File: src/rtl/matmul_seq_ctrl_if.sv
// ---------------------------------------------------------------------------
// matmul_seq_ctrl_if
//   Bundles every non-clock/reset signal of the matmul host sequencer:
//   the job start strobe, the A/B row input stream, the C row output stream,
//   status flags, and the full control/data pin set of the systolic matmul
//   wrapper.
//
//   modport master : the sequencer side (drives wrapper pins, in_ready,
//                    out_valid/out_data, busy, job_done).
//   modport slave  : the environment side (host stream source/sink and the
//                    wrapper itself).
//
//   Signals:
//     go                      job start strobe (sampled only when idle)
//     in_valid/in_ready/in_data    A rows then B rows
//     out_valid/out_ready/out_data C rows in ascending address order
//     busy, job_done          status
//     enable_writing_to_mem, enable_reading_from_mem, addr_pi, data_pi,
//     we_a, we_b, we_c, start_mat_mul      to wrapper
//     done_mat_mul, data_from_out_mat       from wrapper
//     err                     compute watchdog flag, present only when
//                             MATMUL_SEQ_TIMEOUT_EN is defined
// ---------------------------------------------------------------------------
interface matmul_seq_ctrl_if #(
    parameter int BUS_W  = 256,
    parameter int AWIDTH = 7
);
    logic              go;
    logic              in_valid;
    logic              in_ready;
    logic [BUS_W-1:0]  in_data;
    logic              out_valid;
    logic              out_ready;
    logic [BUS_W-1:0]  out_data;
    logic              busy;
    logic              job_done;
    logic              enable_writing_to_mem;
    logic              enable_reading_from_mem;
    logic [AWIDTH-1:0] addr_pi;
    logic [BUS_W-1:0]  data_pi;
    logic              we_a;
    logic              we_b;
    logic              we_c;
    logic              start_mat_mul;
    logic              done_mat_mul;
    logic [BUS_W-1:0]  data_from_out_mat;
`ifdef MATMUL_SEQ_TIMEOUT_EN
    logic              err;
`endif

    modport master (
        input  go, in_valid, in_data, out_ready, done_mat_mul, data_from_out_mat,
        output in_ready, out_valid, out_data, busy, job_done,
               enable_writing_to_mem, enable_reading_from_mem, addr_pi, data_pi,
               we_a, we_b, we_c, start_mat_mul
`ifdef MATMUL_SEQ_TIMEOUT_EN
        , output err
`endif
    );

    modport slave (
        output go, in_valid, in_data, out_ready, done_mat_mul, data_from_out_mat,
        input  in_ready, out_valid, out_data, busy, job_done,
               enable_writing_to_mem, enable_reading_from_mem, addr_pi, data_pi,
               we_a, we_b, we_c, start_mat_mul
`ifdef MATMUL_SEQ_TIMEOUT_EN
        , input err
`endif
    );
endinterface

File: src/rtl/matmul_seq_ctrl.sv
// ---------------------------------------------------------------------------
// matmul_seq_ctrl
//   Host-side sequencer for the 32x32 fp16 systolic matmul wrapper. One job:
//   load A_WORDS rows into the A banks and B_WORDS rows into the B banks from
//   a valid/ready stream, flush the delayed write pipe, run the compute with
//   C capture enabled until the wrapper reports done, then read C_WORDS rows
//   back through a credit-limited output FIFO.
//
//   Ports:
//     clk      controller clock; the wrapper compute and memory clocks are
//              tied to the same net
//     reset_n  asynchronous active-low reset; aborts any job silently
//     bus      matmul_seq_ctrl_if.master (stream, status and wrapper pins)
//
//   Optional build macro MATMUL_SEQ_TIMEOUT_EN adds a compute watchdog
//   (parameter TIMEOUT_CYCLES, output bus.err). Without it COMPUTE waits for
//   done_mat_mul indefinitely.
// ---------------------------------------------------------------------------
module matmul_seq_ctrl #(
    parameter int BUS_W          = 256,
    parameter int AWIDTH         = 7,
    parameter int A_WORDS        = 32,
    parameter int B_WORDS        = 32,
    parameter int C_WORDS        = 16,
    parameter int WE_DLY         = 2,
    parameter int READ_LAT       = 4,
    parameter int OUT_FIFO_DEPTH = 8
`ifdef MATMUL_SEQ_TIMEOUT_EN
    , parameter int TIMEOUT_CYCLES = 4096
`endif
) (
    input  logic              clk,
    input  logic              reset_n,
    matmul_seq_ctrl_if.master bus
);

    localparam int CNT_W = $clog2(OUT_FIFO_DEPTH + 1);
    localparam int SUM_W = CNT_W + 1;
    localparam int PTR_W = (OUT_FIFO_DEPTH > 1) ? $clog2(OUT_FIFO_DEPTH) : 1;
    localparam int FL_W  = $clog2(WE_DLY + 2);

    localparam logic [AWIDTH-1:0] A_LAST   = AWIDTH'(A_WORDS - 1);
    localparam logic [AWIDTH-1:0] B_LAST   = AWIDTH'(B_WORDS - 1);
    localparam logic [AWIDTH-1:0] C_LAST   = AWIDTH'(C_WORDS - 1);
    localparam logic [FL_W-1:0]   FL_LAST  = FL_W'(WE_DLY);
    localparam logic [SUM_W-1:0]  DEPTH_S  = SUM_W'(OUT_FIFO_DEPTH);
    localparam logic [PTR_W-1:0]  PTR_LAST = PTR_W'(OUT_FIFO_DEPTH - 1);

    typedef enum logic [2:0] {
        S_IDLE,
        S_LOAD_A,
        S_LOAD_B,
        S_FLUSH,
        S_COMPUTE,
        S_READ,
        S_DRAIN
    } state_t;

    state_t            state, state_d;
    logic [AWIDTH-1:0] cnt, cnt_d;
    logic [FL_W-1:0]   flush_cnt, flush_d;
    logic              comp_first, comp_first_d;

    logic accept;
    logic issue;
    logic push;
    logic pop;
    logic room;
    logic fifo_nempty;
    logic done_seen;

    // write delay line: index = stage, last stage lines up with the wrapper
    // address pipeline
    logic [BUS_W-1:0]  wr_data_p [WE_DLY];
    logic [WE_DLY-1:0] wr_a_p;
    logic [WE_DLY-1:0] wr_b_p;

    // read return tracking: vld_p[i] is a read issued i+1 cycles ago
    logic [READ_LAT-1:0] rd_vld_p;
    logic [CNT_W-1:0]    inflight;

    logic [BUS_W-1:0] fifo_mem [OUT_FIFO_DEPTH];
    logic [PTR_W-1:0] wr_ptr, rd_ptr;
    logic [CNT_W-1:0] fifo_count;

    assign accept      = bus.in_valid && ((state == S_LOAD_A) || (state == S_LOAD_B));
    // credit check covers both stored rows and rows still in the read
    // pipeline, so every issued read has a guaranteed FIFO slot
    assign room        = ({1'b0, fifo_count} + {1'b0, inflight}) < DEPTH_S;
    assign issue       = (state == S_READ) && room;
    assign push        = rd_vld_p[READ_LAT-1];
    assign fifo_nempty = (fifo_count != '0);
    assign pop         = fifo_nempty && bus.out_ready;
    // the wrapper may still show done from a previous run on entry
    assign done_seen   = bus.done_mat_mul && !comp_first;

`ifdef MATMUL_SEQ_TIMEOUT_EN
    localparam int WD_W = $clog2(TIMEOUT_CYCLES + 1);
    localparam logic [WD_W-1:0] WD_LAST = WD_W'(TIMEOUT_CYCLES - 1);

    logic [WD_W-1:0] wd_cnt;
    logic            err_q;
    logic            timeout;

    assign timeout = (state == S_COMPUTE) && !done_seen && (wd_cnt == WD_LAST);
    assign bus.err = err_q;

    always_ff @(posedge clk or negedge reset_n) begin
        if (!reset_n) begin
            wd_cnt <= '0;
            err_q  <= 1'b0;
        end else begin
            wd_cnt <= (state == S_COMPUTE) ? wd_cnt + 1'b1 : '0;
            if ((state == S_IDLE) && bus.go) begin
                err_q <= 1'b0;
            end else if (timeout) begin
                err_q <= 1'b1;
            end
        end
    end
`endif

    // ---- control state register ----
    always_ff @(posedge clk or negedge reset_n) begin
        if (!reset_n) begin
            state      <= S_IDLE;
            cnt        <= '0;
            flush_cnt  <= '0;
            comp_first <= 1'b0;
        end else begin
            state      <= state_d;
            cnt        <= cnt_d;
            flush_cnt  <= flush_d;
            comp_first <= comp_first_d;
        end
    end

    // ---- next state and control outputs ----
    always_comb begin
        state_d                     = state;
        cnt_d                       = cnt;
        flush_d                     = flush_cnt;
        comp_first_d                = 1'b0;
        bus.in_ready                = 1'b0;
        bus.enable_writing_to_mem   = 1'b0;
        bus.enable_reading_from_mem = 1'b0;
        bus.addr_pi                 = '0;
        bus.start_mat_mul           = 1'b0;
        bus.we_c                    = 1'b0;
        bus.job_done                = 1'b0;
        bus.busy                    = (state != S_IDLE);

        unique case (state)
            S_IDLE: begin
                if (bus.go) begin
                    state_d = S_LOAD_A;
                    cnt_d   = '0;
                end
            end
            S_LOAD_A: begin
                bus.in_ready              = 1'b1;
                bus.enable_writing_to_mem = 1'b1;
                bus.addr_pi               = cnt;
                if (bus.in_valid) begin
                    if (cnt == A_LAST) begin
                        state_d = S_LOAD_B;
                        cnt_d   = '0;
                    end else begin
                        cnt_d = cnt + 1'b1;
                    end
                end
            end
            S_LOAD_B: begin
                bus.in_ready              = 1'b1;
                bus.enable_writing_to_mem = 1'b1;
                bus.addr_pi               = cnt;
                if (bus.in_valid) begin
                    if (cnt == B_LAST) begin
                        state_d = S_FLUSH;
                        cnt_d   = '0;
                        flush_d = '0;
                    end else begin
                        cnt_d = cnt + 1'b1;
                    end
                end
            end
            S_FLUSH: begin
                // keep write enable up until the last delayed write lands
                bus.enable_writing_to_mem = 1'b1;
                if (flush_cnt == FL_LAST) begin
                    state_d      = S_COMPUTE;
                    comp_first_d = 1'b1;
                end else begin
                    flush_d = flush_cnt + 1'b1;
                end
            end
            S_COMPUTE: begin
                bus.start_mat_mul = 1'b1;
                bus.we_c          = 1'b1;
                if (done_seen) begin
                    state_d = S_READ;
                    cnt_d   = '0;
                end
`ifdef MATMUL_SEQ_TIMEOUT_EN
                else if (timeout) begin
                    state_d = S_IDLE;
                end
`endif
            end
            S_READ: begin
                bus.enable_reading_from_mem = 1'b1;
                bus.addr_pi                 = cnt;
                if (issue) begin
                    if (cnt == C_LAST) begin
                        state_d = S_DRAIN;
                    end else begin
                        cnt_d = cnt + 1'b1;
                    end
                end
            end
            S_DRAIN: begin
                bus.enable_reading_from_mem = 1'b1;
                // all reads issued: the last row is the only one left when
                // nothing is in flight and exactly one entry is stored
                if (pop && (inflight == '0) && (fifo_count == CNT_W'(1))) begin
                    bus.job_done = 1'b1;
                    state_d      = S_IDLE;
                end
            end
            default: begin
                state_d = S_IDLE;
            end
        endcase
    end

    // ---- write stage p0 .. p(WE_DLY-1) ----
    always_ff @(posedge clk or negedge reset_n) begin
        if (!reset_n) begin
            for (int i = 0; i < WE_DLY; i++) begin
                wr_data_p[i] <= '0;
            end
            wr_a_p <= '0;
            wr_b_p <= '0;
        end else begin
            wr_data_p[0] <= accept ? bus.in_data : '0;
            wr_a_p[0]    <= accept && (state == S_LOAD_A);
            wr_b_p[0]    <= accept && (state == S_LOAD_B);
            for (int i = 1; i < WE_DLY; i++) begin
                wr_data_p[i] <= wr_data_p[i-1];
                wr_a_p[i]    <= wr_a_p[i-1];
                wr_b_p[i]    <= wr_b_p[i-1];
            end
        end
    end

    assign bus.data_pi = wr_data_p[WE_DLY-1];
    assign bus.we_a    = wr_a_p[WE_DLY-1];
    assign bus.we_b    = wr_b_p[WE_DLY-1];

    // ---- read return stage p0 .. p(READ_LAT-1) and credit count ----
    always_ff @(posedge clk or negedge reset_n) begin
        if (!reset_n) begin
            rd_vld_p <= '0;
            inflight <= '0;
        end else begin
            rd_vld_p[0] <= issue;
            for (int i = 1; i < READ_LAT; i++) begin
                rd_vld_p[i] <= rd_vld_p[i-1];
            end
            unique case ({issue, push})
                2'b10:   inflight <= inflight + 1'b1;
                2'b01:   inflight <= inflight - 1'b1;
                default: inflight <= inflight;
            endcase
        end
    end

    // ---- output FIFO (first-word-fall-through from the head entry) ----
    always_ff @(posedge clk or negedge reset_n) begin
        if (!reset_n) begin
            wr_ptr     <= '0;
            rd_ptr     <= '0;
            fifo_count <= '0;
        end else begin
            if (push) begin
                wr_ptr <= (wr_ptr == PTR_LAST) ? '0 : wr_ptr + 1'b1;
            end
            if (pop) begin
                rd_ptr <= (rd_ptr == PTR_LAST) ? '0 : rd_ptr + 1'b1;
            end
            unique case ({push, pop})
                2'b10:   fifo_count <= fifo_count + 1'b1;
                2'b01:   fifo_count <= fifo_count - 1'b1;
                default: fifo_count <= fifo_count;
            endcase
        end
    end

    always_ff @(posedge clk) begin
        if (push) begin
            fifo_mem[wr_ptr] <= bus.data_from_out_mat;
        end
    end

    assign bus.out_valid = fifo_nempty;
    assign bus.out_data  = fifo_nempty ? fifo_mem[rd_ptr] : '0;

endmodule

File: src/flat_wrapper.sv
// flat-port wrapper written by rule: the top's interface ports become plain ports
module matmul_seq_ctrl_flat 
#(
    parameter int BUS_W          = 256,
    parameter int AWIDTH         = 7,
    parameter int A_WORDS        = 32,
    parameter int B_WORDS        = 32,
    parameter int C_WORDS        = 16,
    parameter int WE_DLY         = 2,
    parameter int READ_LAT       = 4,
    parameter int OUT_FIFO_DEPTH = 8

)
  (clk, reset_n, bus_go, bus_in_valid, bus_in_data, bus_out_ready, bus_done_mat_mul, bus_data_from_out_mat, bus_in_ready, bus_out_valid, bus_out_data, bus_busy, bus_job_done, bus_enable_writing_to_mem, bus_enable_reading_from_mem, bus_addr_pi, bus_data_pi, bus_we_a, bus_we_b, bus_we_c, bus_start_mat_mul);
  matmul_seq_ctrl_if #(.BUS_W(BUS_W), .AWIDTH(AWIDTH)) bus_i ();
  input  logic clk;
  input  logic reset_n;
  input wire logic [$bits(bus_i.go)-1:0] bus_go;
  input wire logic [$bits(bus_i.in_valid)-1:0] bus_in_valid;
  input wire logic [$bits(bus_i.in_data)-1:0] bus_in_data;
  input wire logic [$bits(bus_i.out_ready)-1:0] bus_out_ready;
  input wire logic [$bits(bus_i.done_mat_mul)-1:0] bus_done_mat_mul;
  input wire logic [$bits(bus_i.data_from_out_mat)-1:0] bus_data_from_out_mat;
  output wire logic [$bits(bus_i.in_ready)-1:0] bus_in_ready;
  output wire logic [$bits(bus_i.out_valid)-1:0] bus_out_valid;
  output wire logic [$bits(bus_i.out_data)-1:0] bus_out_data;
  output wire logic [$bits(bus_i.busy)-1:0] bus_busy;
  output wire logic [$bits(bus_i.job_done)-1:0] bus_job_done;
  output wire logic [$bits(bus_i.enable_writing_to_mem)-1:0] bus_enable_writing_to_mem;
  output wire logic [$bits(bus_i.enable_reading_from_mem)-1:0] bus_enable_reading_from_mem;
  output wire logic [$bits(bus_i.addr_pi)-1:0] bus_addr_pi;
  output wire logic [$bits(bus_i.data_pi)-1:0] bus_data_pi;
  output wire logic [$bits(bus_i.we_a)-1:0] bus_we_a;
  output wire logic [$bits(bus_i.we_b)-1:0] bus_we_b;
  output wire logic [$bits(bus_i.we_c)-1:0] bus_we_c;
  output wire logic [$bits(bus_i.start_mat_mul)-1:0] bus_start_mat_mul;
  assign bus_i.go = bus_go;
  assign bus_i.in_valid = bus_in_valid;
  assign bus_i.in_data = bus_in_data;
  assign bus_i.out_ready = bus_out_ready;
  assign bus_i.done_mat_mul = bus_done_mat_mul;
  assign bus_i.data_from_out_mat = bus_data_from_out_mat;
  assign bus_in_ready = bus_i.in_ready;
  assign bus_out_valid = bus_i.out_valid;
  assign bus_out_data = bus_i.out_data;
  assign bus_busy = bus_i.busy;
  assign bus_job_done = bus_i.job_done;
  assign bus_enable_writing_to_mem = bus_i.enable_writing_to_mem;
  assign bus_enable_reading_from_mem = bus_i.enable_reading_from_mem;
  assign bus_addr_pi = bus_i.addr_pi;
  assign bus_data_pi = bus_i.data_pi;
  assign bus_we_a = bus_i.we_a;
  assign bus_we_b = bus_i.we_b;
  assign bus_we_c = bus_i.we_c;
  assign bus_start_mat_mul = bus_i.start_mat_mul;
  matmul_seq_ctrl #(.BUS_W(BUS_W), .AWIDTH(AWIDTH), .A_WORDS(A_WORDS), .B_WORDS(B_WORDS), .C_WORDS(C_WORDS), .WE_DLY(WE_DLY), .READ_LAT(READ_LAT), .OUT_FIFO_DEPTH(OUT_FIFO_DEPTH)) u_core (.clk(clk), .reset_n(reset_n), .bus(bus_i));
endmodule
File: config.mk
export PLATFORM = sky130hd
export DESIGN_NAME = matmul_seq_ctrl_flat
export DESIGN_NICKNAME = d
export VERILOG_FILES = /design/src/rtl/matmul_seq_ctrl_if.sv /design/src/rtl/matmul_seq_ctrl.sv /design/src/flat_wrapper.sv
export SDC_FILE = /design/constraint.sdc
export NUM_CORES = 2
export LEC_CHECK = 0
export ABC_AREA = 1
export BUFFER_PORTS_ARGS = -buffer_cell sky130_fd_sc_hd__clkbuf_2
export CAP_MARGIN = 20
export CORE_MARGIN = 5
export CORE_UTILIZATION = 53
export DETAILED_ROUTE_END_ITERATION = 10
export PLACE_DENSITY = 0.76
export SLEW_MARGIN = 30
export SYNTH_ARGS = -nofsm -noshare
export SYNTH_HDL_FRONTEND = slang
export SYNTH_SLANG_ARGS = --single-unit
export TNS_END_PERCENT = 5
File: constraint.sdc
create_clock -name clk -period 12.3 [get_ports clk]
set_input_delay 0.615 -clock clk [delete_from_list [all_inputs] [get_ports clk]]
set_output_delay 0.615 -clock clk [all_outputs]
set_load 0.01 [all_outputs]
# [Word-level counts from Yosys, hierarchy flattened]
# Memories as Yosys holds them, arrays and structs flattened.
# Cells that the tools add are included.
[word_totals] latchBits=0 rom_bits=0 inputBits=518 ramBits=2048 elab_cells=117 output_inout_bits=529 n_memories=1 regBits=547
[mem_list] name="u_core.fifo_mem" words=8 width=256 rd=1 rd_clocked_by_memory_dff=0 wr=1 line_no="matmul_seq_ctrl.sv:82" text="logic [BUS_W-1:0] fifo_mem [OUT_FIFO_DEPTH];"
[classes] eq_ne=29 div=0 n_shift=0 n_reduce_logical=25 magnitude_cmp=1 bitwise=0 muxes=39 n_addsub=9 n_mul=0
[op_table] cell="two-way mux 256 bit" n=2
[op_table] cell="two-way mux 7 bit" n=7
[op_table] cell="two-way mux 3 bit" n=12
[op_table] cell="case mux 7 bit (4 select lines)" n=1
[op_table] cell="case mux 3 bit (7 select lines)" n=1
[op_table] cell="inequality test 2 bit (second input constant)" n=8
[op_table] cell="case mux 4 bit (2 select lines)" n=2
[op_table] cell="equality test 3 bit (second input constant)" n=5
[op_table] cell="two-way mux 1 bit" n=10
[op_table] cell="inequality test 2 x 1 -> 1 bit (second input constant)" n=5
[op_table] cell="AND reduction 10 bit" n=1
[op_table] cell="adder 4 x 1 -> 4 bit (second input constant)" n=2
[op_table] cell="logical AND 1 bit" n=8
[op_table] cell="nonzero test 4 bit" n=2
[op_table] cell="subtractor 4 x 1 -> 4 bit (second input constant)" n=2
[op_table] cell="adder 7 x 1 -> 7 bit (second input constant)" n=1
[op_table] cell="equality test 7 x 4 -> 1 bit (second input constant)" n=1
[op_table] cell="equality test 7 x 5 -> 1 bit (second input constant)" n=1
[op_table] cell="adder 3 x 1 -> 3 bit (second input constant)" n=2
[op_table] cell="equality test 2 bit (second input constant)" n=3
[op_table] cell="equality test 3 x 2 -> 1 bit (second input constant)" n=2
[op_table] cell="two-way mux 2 bit" n=3
[op_table] cell="AND reduction 6 bit" n=1
[op_table] cell="nonzero test 2 bit" n=3
[op_table] cell="15 further kinds" n=18

# [Depth between registers and ports, before layout]
[depth] word_depth=6 depth_mapped=14 depth_no_buf=14

# [Worst setup path after synthesis]
# Ideal clock, no wire load.
[synth_path] path_type="register to register" startpoint="register u_core.rd_vld_p[3]" endpoint="memory u_core.fifo_mem[1][0], enable pin" arrival_ps=11194 t_required_ps=11421 path_buffers=0 path_stages_with_launch=3 period_less_slack_ps=12073 slack_ps=227 setup_time_ps=879 path_cell_list="dfrtp_1 nand2_1 nor2_1"
[synth_via] elab_chain_len=2
[synth_rtl] element="from (decl)" line_no="matmul_seq_ctrl.sv:79" text="logic [READ_LAT-1:0] rd_vld_p;"
[synth_rtl] element="from (signal, indexed assignment)" line_no="matmul_seq_ctrl.sv:268" text="rd_vld_p[i] <= rd_vld_p[i-1];"
[synth_rtl] element="two-way mux 1 bit" line_no="matmul_seq_ctrl.sv:300" text="if (push) begin"
[synth_rtl] element="two-way mux 1 bit (implied by the code)" line_no="matmul_seq_ctrl.sv:301" text="fifo_mem[wr_ptr] <= bus.data_from_out_mat;"
[synth_rtl] element="to (decl)" line_no="matmul_seq_ctrl.sv:82"
# Every way passes these cells.

# [Final worst setup path]
[layout_path] startpoint="register u_core.rd_ptr[0]" endpoint="output port bus_out_data[175]"
[layout_via] elab_chain_len=2
[layout_rtl] element="from (decl)" line_no="matmul_seq_ctrl.sv:83" text="logic [PTR_W-1:0] wr_ptr, rd_ptr;"
[layout_rtl] element="from (signal assigned)" line_no="matmul_seq_ctrl.sv:289" text="rd_ptr <= (rd_ptr == PTR_LAST) ? '0 : rd_ptr + 1'b1;"
[layout_rtl] element="memory read (8 x 256 bit)"
[layout_rtl] element="two-way mux 256 bit" line_no="matmul_seq_ctrl.sv:306" text="assign bus.out_data = fifo_nempty ? fifo_mem[rd_ptr] : '0;"
[layout_rtl] element="to (decl)" line_no="flat_wrapper.sv:26" text="output wire logic [$bits(bus_i.out_data)-1:0] bus_out_data;"
# Every way passes these cells.

==> impl_metrics.py <==
metrics = {
    "status": {
        "status": "finished, final reports clean",
    },
    "drt": {
        "vias_per_cell": 5.67,
        "drc": 0,
        "vias": 64200,
        "ant_nets": 0,
        "drtIter0Drc": 6925,
        "drt-pass1-iter-count": 8,
        "totalWireLength_mm": 277,
        "wl_per_cell_um": 24.4,
    },
    "sta": {
        "hold_viol_final": 0,
        "period_minus_slack_ns": 5.93,
        "slew_violations": 0,
        "skew_ns": 0.0818,
        "slew_headroom": 0.261,
        "period_share": 0.482,
        "worst_slew_pin_slew_ns": 1.11,
        "rsz0062_at_grt": "no",
        "tns_ns": 0,
        "finalSetupViolCount": 0,
        "fin_hold_ws_ns": 0.0602,
        "fmax_mhz": 169,
    },
    "global_routing": {
        "grt_pass1_vias": 63300,
        "grt_pass1_wl_mm": 403,
        "grt_use_total": 0.271,
        "overflow": 0,
        "grt_antenna_before_repair": 81,
        "grt_max_degree": 247,
    },
    "logic_synthesis": {
        "synth_area_um2": 98800,
        "ys_seq_area_frac": 0.761,
        "post-synth-top-count-cell": "edfxtp_1",
        "synth-seq-cells": 2595,
        "yosysWarningCount": 0,
        "synth_cell_types": 31,
        "yosys-top-cells-area": "edfxtp_1 62%, dfrtp_1 14%, nor2_1 7.0%",
        "synth.top_cell.area_share": 0.622,
        "postSynth.asyncResetShare": 0.211,
        "yosys.area.top_type": "edfxtp_1",
        "synth_common_cells": "2048 x edfxtp_1, 1833 x nor2_1, 1150 x o21ai_0",
        "synth_fp_nets": 7896,
        "ys.flop_type": "edfxtp_1",
        "synth-edff-count": 2048,
        "synthCells": 7361,
        "avgSynthCellArea_um2": 13.4,
    },
    "clock_network": {
        "clk_latency_ns": 0.92,
        "clk_pin_slew_worst_paths_ns": 0.06,
        "cts_tree": "yes",
        "numCtsBuffers": 277,
        "cts.sinks": 2595,
        "clk_path_buf_depth": 4,
        "cts_resized": 0,
        "root_buffer": "clkbuf_16",
        "htreeDepth": 5,
    },
    "die": {
        "die_y_um": 442,
        "die_w_um": 442,
        "core_um2": 185000,
        "fp-row-count": 158,
        "start_util": 0.533,
        "io_pins": 1047,
        "die-area_um2": 195000,
    },
    "finish": {
        "n_fill_cell": 12800,
        "seq_area_um2": 75200,
        "fin_util": 0.635,
        "layout-drive-gt1-share": 0.172,
        "layout.cells.non_filler": 11300,
        "multi_input_area_um2": 18400,
        "fin_area_um2": 118000,
        "fin_nets": 9108,
        "area_growth_pct": 19.2,
    },
    "pwr": {
        "power_switching_mw": 9.35,
        "p_sw_frac": 0.352,
        "power_density_nw_per_um2": 225,
        "sequentialPowerShare": 0.391,
        "p_int_mw": 17.2,
        "irDropWorstVdd_mv": 0.196,
        "comb_power_share": 0.311,
        "clkPwrFrac": 0.298,
        "leakage_nw": 45.9,
    },
    "worst_hold_path": {
        "hold_end": "u_core.wr_data_p[446]",
        "hold_depth": 3,
        "hp-start": "bus_in_data[190]",
        "hold_path.class": "input port to flip-flop",
    },
    "setup_path": {
        "r2r-start": "u_core.rd_vld_p[3]",
        "cpMaxStageDelayCell": "dfrtp_4",
        "arrival_ns": 5.32,
        "crit_fanout": 136,
        "r2r_cells": 5,
        "criticalPathCategory": "flip-flop to primary output",
        "start_kind": "flip-flop",
        "end_kind": "primary output",
        "r2r-end": "u_core.fifo_mem[2][172]",
        "path_cells": "buf_4, buf_12, buf_4, nor2_1, nor2_1, o21ai_0, o21ai_1, o21ai_0, nor2_1, clkbuf_2",
        "critical_path.most_common_cell": "nor2_1",
        "cpPeakStageDelay_ns": 0.97,
        "reg2reg_slack_ns": 8.46,
        "crit_required_ns": 11.69,
    },
    "placed_design": {
        "portBuffers": 1046,
        "place_inst": 10300,
        "gp_congestion": 0.965,
        "place_hpwl_mm": 153,
        "dpl-instance-area_um2": 104000,
    },
    "flow_run": {
        "maxCapViolCount": 0,
    },
}
## registers in the layout, indices dropped and copies added, names as in the netlist
signal	cells
u_core.fifo_mem	2048
u_core.bus.data_pi	256
u_core.wr_data_p	256
u_core.cnt	7
u_core.fifo_count	4
u_core.inflight	4
u_core.rd_vld_p	4
u_core.rd_ptr	3
u_core.state	3
u_core.wr_ptr	3
u_core.flush_cnt	2
u_core.wr_a_p	2
u_core.wr_b_p	2
u_core.comp_first	1
## worst max path at each step
stage,startpoint,to,slack [ns],depth (start not counted)
5_1_grt,u_core.rd_ptr[0],bus_out_data[175],6.03,10
4_1_cts,u_core.rd_ptr[0],bus_out_data[76],6.34,10
3_3_place_gp,u_core.rd_ptr[0],bus_out_data[183],7.00,8
3_5_place_dp,u_core.rd_ptr[0],bus_out_data[76],7.34,10
6_report,u_core.rd_ptr[0],bus_out_data[175],6.37,10
2_1_floorplan,u_core.rd_vld_p[3],u_core.fifo_mem[1][0],0.23,2
## routing by layer
layer / part of all wire / global-route usage / vias up
met3: 0.081 / 0.0598 / 835
met1: 0.35 / 0.323 / 31700
met2: 0.50 / 0.459 / 3494
met4: 0.066 / 0.153 / 14
met5: 0.00031 / 0 / -
li1: - / - / 28200
## logic make-up after synthesis
group,share of synthesized area
flip-flops,0.761
AND/OR/NAND/NOR,0.0736
AO/OA/AOI/OAI,0.0830
buffers and inverters,0.0534
multiplexers,0.0260
adder cells (fa/ha/maj),0.00223
XOR/XNOR,0.000798
## area by class of cell
type	instances	area share
multi-input cells	3781	0.156
clock buffers	355	0.0636
diodes	82	0.00174
well taps	2480	0.0263
clock inverters	113	0.00855
inverters	301	0.00976
repair buffers	1617	0.0953
flip-flops and latches	2595	0.638
## through the flow
step,power [mW],setup WS (ns)
floorplan,15.6,0.227
global placement,18.2,7.00
detailed placement,18.4,7.34
CTS,26.4,6.34
global route,27.7,6.03
finish,26.6,6.37
## power groups by stage
stage	Clock, mW	Combinational (mW)	Sequential, mW
after global placement	0	7.69	10.5
after detailed placement	0	7.90	10.5
final	7.92	8.25	10.4
after global routing	8.40	8.92	10.4
after floorplan	0	5.28	10.4
after CTS	7.96	8.12	10.3
## worst max-delay path, delay by kind of cell, from the launching register on
| kind | cells | cell delay, ns |
|---|---|---|
| buf+inv | 4 | 2.33 |
| flops | 1 | 0.97 |
| simple gates | 3 | 0.56 |
| compound gates | 3 | 0.33 |
## placed cells by master (no fill, tap or decap), types with 154 or more instances in the layout
cell type,n
clkbuf_16,285
clkbuf_2,1045
dfrtp_1,544
dlygate4sd3_1,495
edfxtp_1,2048
inv_1,299
mux2i_1,256
nor2_1,1825
o21ai_0,1150
o21ai_1,154
o22ai_1,257
## timing repair
action / CTS / global route
setup endpoints to repair: 0 / 0
hold buffers: 495 / 0
setup buffers: 0 / 0
hold endpoints to repair: 2393 / 0
Note: power is estimated with default switching activity, not from simulation.
